<file path="config.mk">
export PLATFORM = sky130hd
export DESIGN_NAME = int_seq
export DESIGN_NICKNAME = d
export VERILOG_FILES = /design/src/rtl/int_seq.sv
export SDC_FILE = /design/constraint.sdc
export NUM_CORES = 1
export LEC_CHECK = 0
export BUFFER_PORTS_ARGS = -buffer_cell sky130_fd_sc_hd__buf_2
export CAP_MARGIN = 10
export CELL_PAD_IN_SITES_DETAIL_PLACEMENT = 0
export CELL_PAD_IN_SITES_GLOBAL_PLACEMENT = 2
export CORE_ASPECT_RATIO = 0.75
export CORE_UTILIZATION = 30
export CTS_BUF_LIST = sky130_fd_sc_hd__clkbuf_4
export DETAILED_ROUTE_END_ITERATION = 16
export PLACE_DENSITY = 0.9
export RECOVER_POWER = 100
export SLEW_MARGIN = 0
export SYNTH_ARGS = -nofsm -noshare
export SYNTH_HDL_FRONTEND = slang
export SYNTH_SLANG_ARGS = --single-unit
</file>
<file path="constraint.sdc">
create_clock -name clk -period 2.5 [get_ports clk]
set_input_delay 0.125 -clock clk [delete_from_list [all_inputs] [get_ports clk]]
set_output_delay 0.125 -clock clk [all_outputs]
set_load 0.02 [all_outputs]
</file>
<file path="src/rtl/int_seq.sv">
// rtl/int_seq.sv - prioritised interrupt entry/return sequencer
// Optional feature macro: INT_SEQ_NESTING_EN (enables preemptive nesting up to NEST_DEPTH).
module int_seq #(
  parameter int          N_SRC      = 8,
  parameter int          PC_W       = 32,
  parameter int unsigned VEC_BASE   = 32'h10,
  parameter int unsigned VEC_STRIDE = 4,
  parameter int          NEST_DEPTH = 4,
  localparam int         LVL_W      = (N_SRC > 1) ? $clog2(N_SRC) : 1,
  localparam int         DEP_W      = $clog2(NEST_DEPTH + 1)
) (
  input  logic             clk,
  input  logic             rst,
  input  logic [N_SRC-1:0] irq,
  input  logic [N_SRC-1:0] mask,
  input  logic             cpu_ready,
  input  logic             ret_req,
  output logic             sp_push,
  output logic             sp_pop,
  output logic             stk_sel,
  output logic             write_pc,
  output logic [1:0]       pc_s,
  output logic             write_cpsr,
  output logic [PC_W-1:0]  vector,
  output logic [N_SRC-1:0] ack,
  output logic             active,
  output logic [LVL_W-1:0] level,
  output logic [DEP_W-1:0] depth,
  output logic             spurious_ret,
  output logic [2:0]       st
);

  typedef enum logic [2:0] {
    S_IDLE    = 3'd0,
    S_ENT_PC  = 3'd1,
    S_ENT_PSR = 3'd2,
    S_ENT_VEC = 3'd3,
    S_RUN     = 3'd4,
    S_RET_PSR = 3'd5,
    S_RET_PC  = 3'd6
  } state_t;

  state_t           state;
  logic [N_SRC-1:0] pending;
  logic             cand_ok;
  logic [LVL_W-1:0] cand_idx;
  logic [LVL_W-1:0] idx_q;
  logic             take;
  logic [LVL_W-1:0] pop_lvl;

  assign st      = state;
  assign pending = irq & ~mask;

  // Lowest pending index wins (bit 0 is the highest priority).
  always_comb begin
    cand_ok  = 1'b0;
    cand_idx = '0;
    for (int i = N_SRC - 1; i >= 0; i--) begin
      if (pending[i]) begin
        cand_ok  = 1'b1;
        cand_idx = LVL_W'(i);
      end
    end
  end

`ifdef INT_SEQ_NESTING_EN
  localparam int SP_W = (NEST_DEPTH > 1) ? $clog2(NEST_DEPTH) : 1;

  logic [LVL_W-1:0] lvl_stk [2**SP_W];
  logic [SP_W-1:0]  push_ptr;
  logic [SP_W-1:0]  pop_ptr;

  assign push_ptr = SP_W'(depth);
  assign pop_ptr  = SP_W'(depth - DEP_W'(1));
  assign pop_lvl  = lvl_stk[pop_ptr];
  // Preempt only a strictly lower-priority handler, and only while stack room remains.
  assign take     = cand_ok && (depth < DEP_W'(NEST_DEPTH)) &&
                    ((depth == '0) || (cand_idx < level));

  // Save the interrupted level as the entry commits (ENT_PSR -> ENT_VEC).
  always_ff @(posedge clk) begin
    if (state == S_ENT_PSR) lvl_stk[push_ptr] <= level;
  end
`else
  assign pop_lvl = '0;
  // Without nesting a single handler runs at a time.
  assign take    = cand_ok && (depth == '0);
`endif

  // Sequencer: every output is registered with the state being entered.
  always_ff @(posedge clk or posedge rst) begin
    if (rst) begin
      state        <= S_IDLE;
      idx_q        <= '0;
      sp_push      <= 1'b0;
      sp_pop       <= 1'b0;
      stk_sel      <= 1'b0;
      write_pc     <= 1'b0;
      pc_s         <= 2'b00;
      write_cpsr   <= 1'b0;
      vector       <= '0;
      ack          <= '0;
      active       <= 1'b0;
      level        <= '0;
      depth        <= '0;
      spurious_ret <= 1'b0;
    end else begin
      sp_push      <= 1'b0;
      sp_pop       <= 1'b0;
      stk_sel      <= 1'b0;
      write_pc     <= 1'b0;
      pc_s         <= 2'b00;
      write_cpsr   <= 1'b0;
      ack          <= '0;
      spurious_ret <= 1'b0;
      case (state)
        S_IDLE, S_RUN: begin
          if (cpu_ready) begin
            if (ret_req && (depth != '0)) begin
              state      <= S_RET_PSR;
              sp_pop     <= 1'b1;
              stk_sel    <= 1'b1;
              write_cpsr <= 1'b1;
            end else if (ret_req) begin
              spurious_ret <= 1'b1;
            end else if (take) begin
              state   <= S_ENT_PC;
              idx_q   <= cand_idx;
              sp_push <= 1'b1;
            end
          end
        end
        S_ENT_PC: begin
          state   <= S_ENT_PSR;
          sp_push <= 1'b1;
          stk_sel <= 1'b1;
        end
        S_ENT_PSR: begin
          state    <= S_ENT_VEC;
          write_pc <= 1'b1;
          pc_s     <= 2'b01;
          ack      <= N_SRC'(1) << idx_q;
          vector   <= PC_W'(VEC_BASE) + PC_W'(idx_q) * PC_W'(VEC_STRIDE);
          level    <= idx_q;
          depth    <= depth + DEP_W'(1);
          active   <= 1'b1;
        end
        S_ENT_VEC: begin
          state <= S_RUN;
        end
        S_RET_PSR: begin
          state    <= S_RET_PC;
          sp_pop   <= 1'b1;
          write_pc <= 1'b1;
          pc_s     <= 2'b10;
          depth    <= depth - DEP_W'(1);
          active   <= (depth != DEP_W'(1));
          level    <= pop_lvl;
        end
        S_RET_PC: begin
          state <= (depth != '0) ? S_RUN : S_IDLE;
        end
        default: begin
          state <= S_IDLE;
        end
      endcase
    end
  end

endmodule
</file>
## Yosys cells after proc, flatten, opt, wreduce, memory -nomap -nowiden

Index checks and enable logic that the tools add are counted.

| word-level totals | value |
|---|---|
| flip-flop bits (word level) | 61 |
| logic and storage cells | 84 |
| output and inout port bits | 58 |

| cells by class | value |
|---|---|
| add/sub/neg operators | 3 |
| shift operators | 1 |
| reduce and logical (&&, ||, !) cells | 10 |
| bitwise gates (word level) | 4 |
| equality and inequality tests | 10 |
| mux-type cells | 42 |

Operator list:

| operator | count |
|---|---|
| $mux 3 | 13 |
| $mux 1 | 20 |
| $pmux 3 s6 | 1 |
| $pmux 3 s2 | 2 |
| $eq 3x3->1 const B | 3 |
| $and 8x8->8 | 1 |
| $mux 8 | 1 |
| $not 8->8 | 1 |
| $pmux 1 s2 | 4 |
| $shl 1x3->8 const A | 1 |
| $add 5x5->6 const A | 1 |
| $eq 3x2->1 const B | 2 |
| $logic_not 3->1 | 2 |
| $ne 3x3->1 const B | 2 |
| $reduce_and 5->1 | 1 |
| $pmux 2 s2 | 1 |
| $reduce_or 2->1 | 2 |
| $add 3x1->3 const B | 1 |
| $eq 3x1->1 const B | 1 |
| $ne 3x1->1 const B | 1 |
| $reduce_and 3->1 | 1 |
| $reduce_bool 3->1 | 1 |
| $sub 3x1->3 const B | 1 |
| $logic_and 1x1->1 | 2 |
| 3 further kinds | 4 |

## Depth between registers and ports, before layout

Gate-level depths: netlist of run 1.

| depth | value |
|---|---|
| depth after elaboration | 16 |
| depth in mapped cells | 7 |
| depth with buffers taken out | 6 |

## Least setup slack after synthesis of run 1

No wires, ideal clock.

| timing | value |
|---|---|
| kind | register -> register |
| start point | reg depth[0] |
| end point | reg idx_q[1] |
| arrival time | 1.533 ns |
| period minus slack after synthesis | 1.657 ns |
| stages on the path, launching flop included | 7 |
| required time | 2.375 ns |
| slack | 0.843 ns |
| cells stage by stage | dfrtp_1 > inv_1 > ha_1 > nand2b_4 > nor3b_2 > o211ai_2 > mux2_2 |

| on the way | value |
|---|---|
| cells in the longest elaborated chain, start to end | 4 |
| elaborated cells between the ends (all ways) | 6 |
| those cells by class | bitwise (1); reduce/logical (5) |

Ends and longest elaborated chain:

| what | line | source |
|---|---|---|
| from (decl) | 28 | `output logic [DEP_W-1:0] depth,` |
| from (signal assigned) | 145 | `depth <= depth + DEP_W'(1);` |
| from (signal assigned) | 156 | `depth <= depth - DEP_W'(1);` |
| $reduce_bool 3->1 | 119 | `if (ret_req && (depth != '0)) begin` |
| $logic_and 1x1->1 | 119 |  |
| $not 1->1 (no line) | n/a |  |
| $reduce_and 5->1 (no line) (*) | n/a |  |
| to (signal assigned) | 128 | `idx_q <= cand_idx;` |
| to (decl) | 47 | `logic [LVL_W-1:0] idx_q;` |

Mark *: on every way between the ends. The rest lies on a longest branch, timed or not.
A chain may end at the register's enable or synchronous reset.

## Worst setup path after layout of run 1

| timing | value |
|---|---|
| start point | reg state[1] (netlist: st[1]) |
| end point | reg active |

| on the way | value |
|---|---|
| cells in the longest elaborated chain, start to end | 2 |
| elaborated cells between the ends (all ways) | 4 |
| those cells by class | eq/ne (2); mux (1); reduce/logical (1) |

Ends and longest elaborated chain:

| what | line | source |
|---|---|---|
| from (decl) | 43 | `state_t state;` |
| from (signal assigned) | 161 | `state <= (depth != '0) ? S_RUN : S_IDLE;` |
| $eq 3x3->1 or $eq 3x2->1 (tied branches) | 116 | `case (state)` |
| $pmux 1 s2 or $reduce_bool 2->1 (tied branches) | n/a |  |
| to (signal assigned) | 157 | `active <= (depth != DEP_W'(1));` |
| to (decl) | 26 | `output logic active,` |

Several ways; a longest one is shown, not always the timed one.

==> flow_metrics.tcl, run 1 <==
set metrics [dict create \
    status "finished, final reports clean" \
    antenna_found_initial 0 \
    grt_max_degree 34 \
    cap_violations 0 \
    place.gp.congestion 0.7818 \
    drive_above_1_share_pct 14.68 \
    dp_hpwl_um 2471 \
    setup_viol 0 \
    grt_pass1_vias 962 \
    startpoint_type "flip-flop" \
    coreArea_um2 5381 \
    nets 241 \
    synth_edf_count 0 \
    boundaryPins 78 \
    cts_hold_buf 1 \
    tns_ps 0 \
    worstPathRequired_ps 2720 \
    ys_async_sr_fraction_pct 100.0 \
    grt_util_all_layers_pct 11.37 \
    ys.flop_type "dfrtp_1" \
    worstMarginPinSlew_ps 811.6 \
    irDropWorstVdd_uv 426.7 \
    avgSynthCellArea_um2 10.41 \
    critPathSlowestCell "or3_1" \
    leakagePower_nw 0.9503 \
    layout_common_cells "dfrtp_1, clkbuf_1, conb_1, nand2_1, buf_2" \
    path_class "flip-flop to flip-flop" \
    clk_pin_slew_ps 100 \
    cts_buffers 5 \
    port-buffer-count 49 \
    netlist_area_um2 1697 \
    hold_viol 0 \
    wl_met3_um 257 \
    clockRootBuffer "clkbuf_4" \
    synthCells 163 \
    seq_area_frac_synth_pct 48.67 \
    die_h_um 67.13 \
    cts_sinks 33 \
    min_period_over_period_pct 77.89 \
    htreeDepth 2 \
    reg2reg_depth 6 \
    wl_met1_um 1858 \
    rsz0062_at_grt "false" \
    wirelength_um 3339 \
    post_cts_buffers 0 \
    clock_latency_ps 330 \
    synthTopCellsByArea "dfrtp_1, buf_4, nand2_1" \
    die_w_um 88.84 \
    cp_max_fo 15 \
    drt-initial-drc-count 54 \
    rows 23 \
    grt_overflow 0 \
    power_density_nw_per_um2 1074 \
    grt_pass1_wl_um 4926 \
    utilization_pct 34.81 \
    synth_top_area_share_pct 48.67 \
    period_minus_slack_ps 1947 \
    crit_arrival_ps 2160 \
    wl_per_cell_um 11.40 \
    areaGrowthSynthToFinish_pct 10.40 \
    ys_types 40 \
    cts_tree "done" \
    layout_commonest_cell "dfrtp_1" \
    num-fill-cells 601 \
    first_pass_iters 4 \
    max_freq_mhz 513.6 \
    vias 1177 \
    start_util_pct 31.53 \
    slowest_delay_ps 530 \
    critPathCaptureType "flip-flop" \
    cts_resized 0 \
    ys_seq_elements 33 \
    slew-limit-headroom_pct 45.89 \
    avgViaCountPerCell 4.017 \
    antenna_cells 0 \
    path_cells "inv_1, or3_1, inv_8, nor2_1, clkinv_1, o32a_2" \
    hp-class "input port to flip-flop" \
    dieArea_um2 5963 \
    top_layer_used "met4" \
    clock_skew_ps 11.19 \
    slew_violations 0 \
    hold_path_depth 3 \
    clk_path_buf_depth 2 \
    drc_errors 0 \
    antenna_left 0 \
    yosysWarnings 0 \
    wl_met2_um 1203 \
    yosys.area.top_type "dfrtp_1" \
]
## through the flow
| step | setup WS [ps] | instance area (um^2) | power (mW) | instances | hold slack [ps] |
|---|---|---|---|---|---|
| after global placement | 824.9 | 1907 | 1.832 | 284 | 230.0 |
| after floorplan | 842.7 | 1798 | 1.585 | 190 | 238.4 |
| after CTS | 760.4 | 1972 | 2.136 | 293 | 51.23 |
| after global routing | 357.1 | 1873 | 2.179 | 293 | 34.76 |
| after detailed placement | 775.3 | 1907 | 1.828 | 284 | 234.6 |
| final | 552.9 | 1873 | 2.012 | 293 | 60.94 |
## cells by family (layout without fill, tap and decap cells)
group           Yosys count  in the layout  share of synthesized area [%]
fa+ha+maj                 4              4                          2.950
simple gates             59             59                          20.43
xor+xnor                  2              2                          1.033
compound gates           19             19                          8.334
flops                    33             33                          48.67
buf+inv                  43             71                          17.11
mux                       2              2                          1.254
other cells               1             28                         0.2210
## report_power, final
part | internal (mW) | switching (mW)
Sequential | 0.714 | 0.167
Clock | 0.118 | 0.180
Combinational | 0.248 | 0.585
## worst max-delay path: cells and delay by family (launching register included)
| kind | cells | cell delay (ps) |
|---|---|---|
| AOI/OAI and AO/OA | 1 | 210 |
| buffers and inverters | 3 | 320 |
| DFF | 1 | 430 |
| and+or+nand+nor | 2 | 890 |
## layer usage
| metal | track usage, % | up-vias |
|---|---|---|
| li1 | - | 592 |
| met1 | 18.29 | 536 |
| met2 | 13.46 | 45 |
| met3 | 4.461 | 4 |
| met4 | 2.419 | 0 |
| met5 | 0 | - |
## state kept, by name (all words and copies together), names as in the netlist
| register | count |
|---|---|
| vector | 4 |
| write_pc | 1 |
| write_cpsr | 1 |
| idx_q | 3 |
| ack | 8 |
| depth | 3 |
| active | 1 |
| pc_s | 2 |
| level | 3 |
| st | 3 |
| sp_pop | 1 |
| spurious_ret | 1 |
| stk_sel | 1 |
| sp_push | 1 |
## path summary, 6_finish.rpt
| kind | slack (ps) | startpoint | to |
|---|---|---|---|
| setup / recovery | 550 | st[1]$_DFFE_PP0P_ | active$_DFFE_PP0N_ |
| hold / removal | 60 | ret_req | spurious_ret$_DFF_PP0_ |
| setup reg to reg | 550 | st[1]$_DFFE_PP0P_ | active$_DFFE_PP0N_ |
| hold reg to reg | 500 | level[1]$_DFFE_PP0N_ | level[1]$_DFFE_PP0N_ |
| max in group asynchronous | 1410 | rst | spurious_ret$_DFF_PP0_ |
| min in group asynchronous | 570 | rst | vector[3]$_DFFE_PP0P_ |
## layout make-up
cell class	instances	area (um^2)	share of cell area, %
multi-input combinational	114	623.1	33.27
clock inverter	2	10.01	0.5344
timing repair buffer	51	222.7	11.89
tap	75	93.84	5.010
sequential	33	825.8	44.09
clock buffer	6	45.04	2.405
inverter	12	52.55	2.806
## Yosys cell counts, types with 2 or more instances
cell type  instances
o211ai_1           2
o2111ai_1          2
buf_4             28
o21ai_0            4
o21ai_1            2
nand3_1            5
inv_2              2
nand4_1            2
nor2_1             6
xnor2_1            2
inv_1              9
buf_6              2
nor3_2             4
ha_1               4
nand3b_1           3
dfrtp_1           33
nor2b_1            3
nand2_1           20
nand2b_1           9
(Power assumes the default switching activity.)
==> run 2: changes to the inputs <==
--- a/config.mk
+++ b/config.mk
@@ -10,10 +10,10 @@
 export CELL_PAD_IN_SITES_DETAIL_PLACEMENT = 0
 export CELL_PAD_IN_SITES_GLOBAL_PLACEMENT = 2
 export CORE_ASPECT_RATIO = 0.75
-export CORE_UTILIZATION = 30
+export CORE_UTILIZATION = 28
 export CTS_BUF_LIST = sky130_fd_sc_hd__clkbuf_4
 export DETAILED_ROUTE_END_ITERATION = 16
-export PLACE_DENSITY = 0.9
+export PLACE_DENSITY = 0.85
 export RECOVER_POWER = 100
 export SLEW_MARGIN = 0
 export SYNTH_ARGS = -nofsm -noshare
==> constraint.sdc (replaced) <==
create_clock -name clk -period 1.8 [get_ports clk]
set_input_delay 0.09 -clock clk [delete_from_list [all_inputs] [get_ports clk]]
set_output_delay 0.09 -clock clk [all_outputs]
set_load 0.02 [all_outputs]
==> flow_metrics.tcl, run 2 (synthesized netlist as in run 1, its figures left out) <==
set metrics [dict create \
    avgViaCountPerCell 4.007 \
    drt-initial-drc-count 46 \
    leakagePower_nw 0.9745 \
    port-buffer-count 49 \
    hp-class "input port to flip-flop" \
    fin_cells 299 \
    drc_errors 0 \
    cts_tree "done" \
    layout_commonest_cell "dfrtp_1" \
    clk_pin_slew_ps 110 \
    start_util_pct 29.12 \
    antenna_cells 0 \
    power_density_nw_per_um2 1480 \
    crit_arrival_ps 1890 \
    place.gp.congestion 0.8542 \
    dp_hpwl_um 2508 \
    largest_reg_flops 8 \
    p_int_mw 1.529 \
    rows 24 \
    cts_sinks 33 \
    status "finished, final reports clean" \
    vias 1198 \
    tns_ps 0 \
    slew-limit-headroom_pct 46.22 \
    grt_pass1_vias 1052 \
    boundaryPins 78 \
    post_cts_buffers 0 \
    areaGrowthSynthToFinish_pct 13.79 \
    rsz0062_at_grt "false" \
    nets 244 \
    p_total_mw 2.857 \
    min_period_over_period_pct 92.43 \
    setup_slack_ps 136.2 \
    grt_util_all_layers_pct 11.21 \
    htreeDepth 2 \
    clock_skew_ps 7.810 \
    cts_buffers 5 \
    slew_violations 0 \
    first_pass_iters 5 \
    regMostFlops "ack" \
    antenna_found_initial 0 \
    dieArea_um2 6378 \
    pwr-share-seq_pct 42.4 \
    pwr-share-clk_pct 14.2 \
    grt_max_degree 34 \
    clock_latency_ps 330 \
    clockRootBuffer "clkbuf_4" \
    layout_common_cells "dfrtp_1, clkbuf_1, conb_1, nand2_1, buf_2" \
    antenna_left 0 \
    period_minus_slack_ps 1664 \
    wirelength_um 3287 \
    path_class "flip-flop to flip-flop" \
    die_w_um 91.89 \
    largest_registers "ack (8), vector (4)" \
    place_area_um2 1933 \
    die_h_um 69.42 \
    worstPathRequired_ps 2020 \
    pre_cts_slack_ps 102.3 \
    dp.cells 290 \
    design_area_um2 1931 \
    holdWs_ps 16.95 \
    clk_path_buf_depth 2 \
    startpoint_type "flip-flop" \
    max_freq_mhz 601.0 \
    worstMarginPinSlew_ps 806.7 \
    utilization_pct 33.14 \
    setup_viol 0 \
    hold_viol 0 \
    power_switching_mw 1.328 \
    irDropWorstVdd_uv 504.9 \
    pwr-share-comb_pct 43.3 \
    cap_violations 0 \
    critPathCaptureType "flip-flop" \
    wl_per_cell_um 10.99 \
    switching_share_pct 46.50 \
    drive_above_1_share_pct 18.10 \
    grt_overflow 0 \
    cp_max_fo 5 \
    coreArea_um2 5826 \
    grt_pass1_wl_um 5457 \
]
-- run 2: cell type report --
class,count,area [um^2]
flip-flops and latches,33,825.8
clock buffers,5,37.54
repair buffers,54,239.0
multi-input cells,114,660.6
fillers,644,3895
well taps,78,97.59
inverters,12,52.55
clock inverters,3,17.52
-- run 2: timing repair --
| action | 4_1_cts | 5_1_grt |
|---|---|---|
| hold buffers | 1 | 0 |
| endpoints found under the hold margin | 33 | 0 |
| setup endpoints to repair | 0 | 1 |
| gates resized for setup | 0 | 1 |
-- run 2: metal layers --
layer / vias to the layer above / wire length (um) / GRT usage [%]
met5: - / 0 / 0
met4: 0 / 14 / 3.125
met3: 3 / 322 / 4.715
met2: 53 / 1290 / 14.43
met1: 544 / 1658 / 16.77
li1: 598 / - / -
-- run 2: final timing paths --
check | from | endpoint | slack (ps) | cells past startpoint
max in group asynchronous | rst | idx_q[1]$_DFFE_PP0P_ | 770 | 4
max reg2reg | depth[1]$_DFFE_PP0N_ | idx_q[1]$_DFFE_PP0P_ | 140 | 6
min in group asynchronous | rst | ack[1]$_DFF_PP0_ | 530 | 4
min reg2reg | level[1]$_DFFE_PP0N_ | level[1]$_DFFE_PP0N_ | 490 | 2
max | depth[1]$_DFFE_PP0N_ | idx_q[1]$_DFFE_PP0P_ | 140 | 6
min | cpu_ready | spurious_ret$_DFF_PP0_ | 20 | 3
-- run 2: worst max-delay path: stages, from the launching register on --
cell and delay, ps:
dfrtp_1 410, inv_1 120, ha_1 210, nand2b_4 90, nor3b_4 240, o211ai_2 180, mux2_2 300
-- run 2: power by group through the flow --
| stage | registers [mW] | logic [mW] | clock network [mW] |
|---|---|---|---|
| 6_report | 1.21 | 1.24 | 0.407 |
| 5_1_grt | 1.26 | 1.37 | 0.464 |
| 4_1_cts | 1.22 | 1.37 | 0.425 |
| 3_5_place_dp | 1.23 | 1.36 | 0 |
| 3_3_place_gp | 1.23 | 1.35 | 0 |
| 2_1_floorplan | 1.46 | 0.741 | 0 |
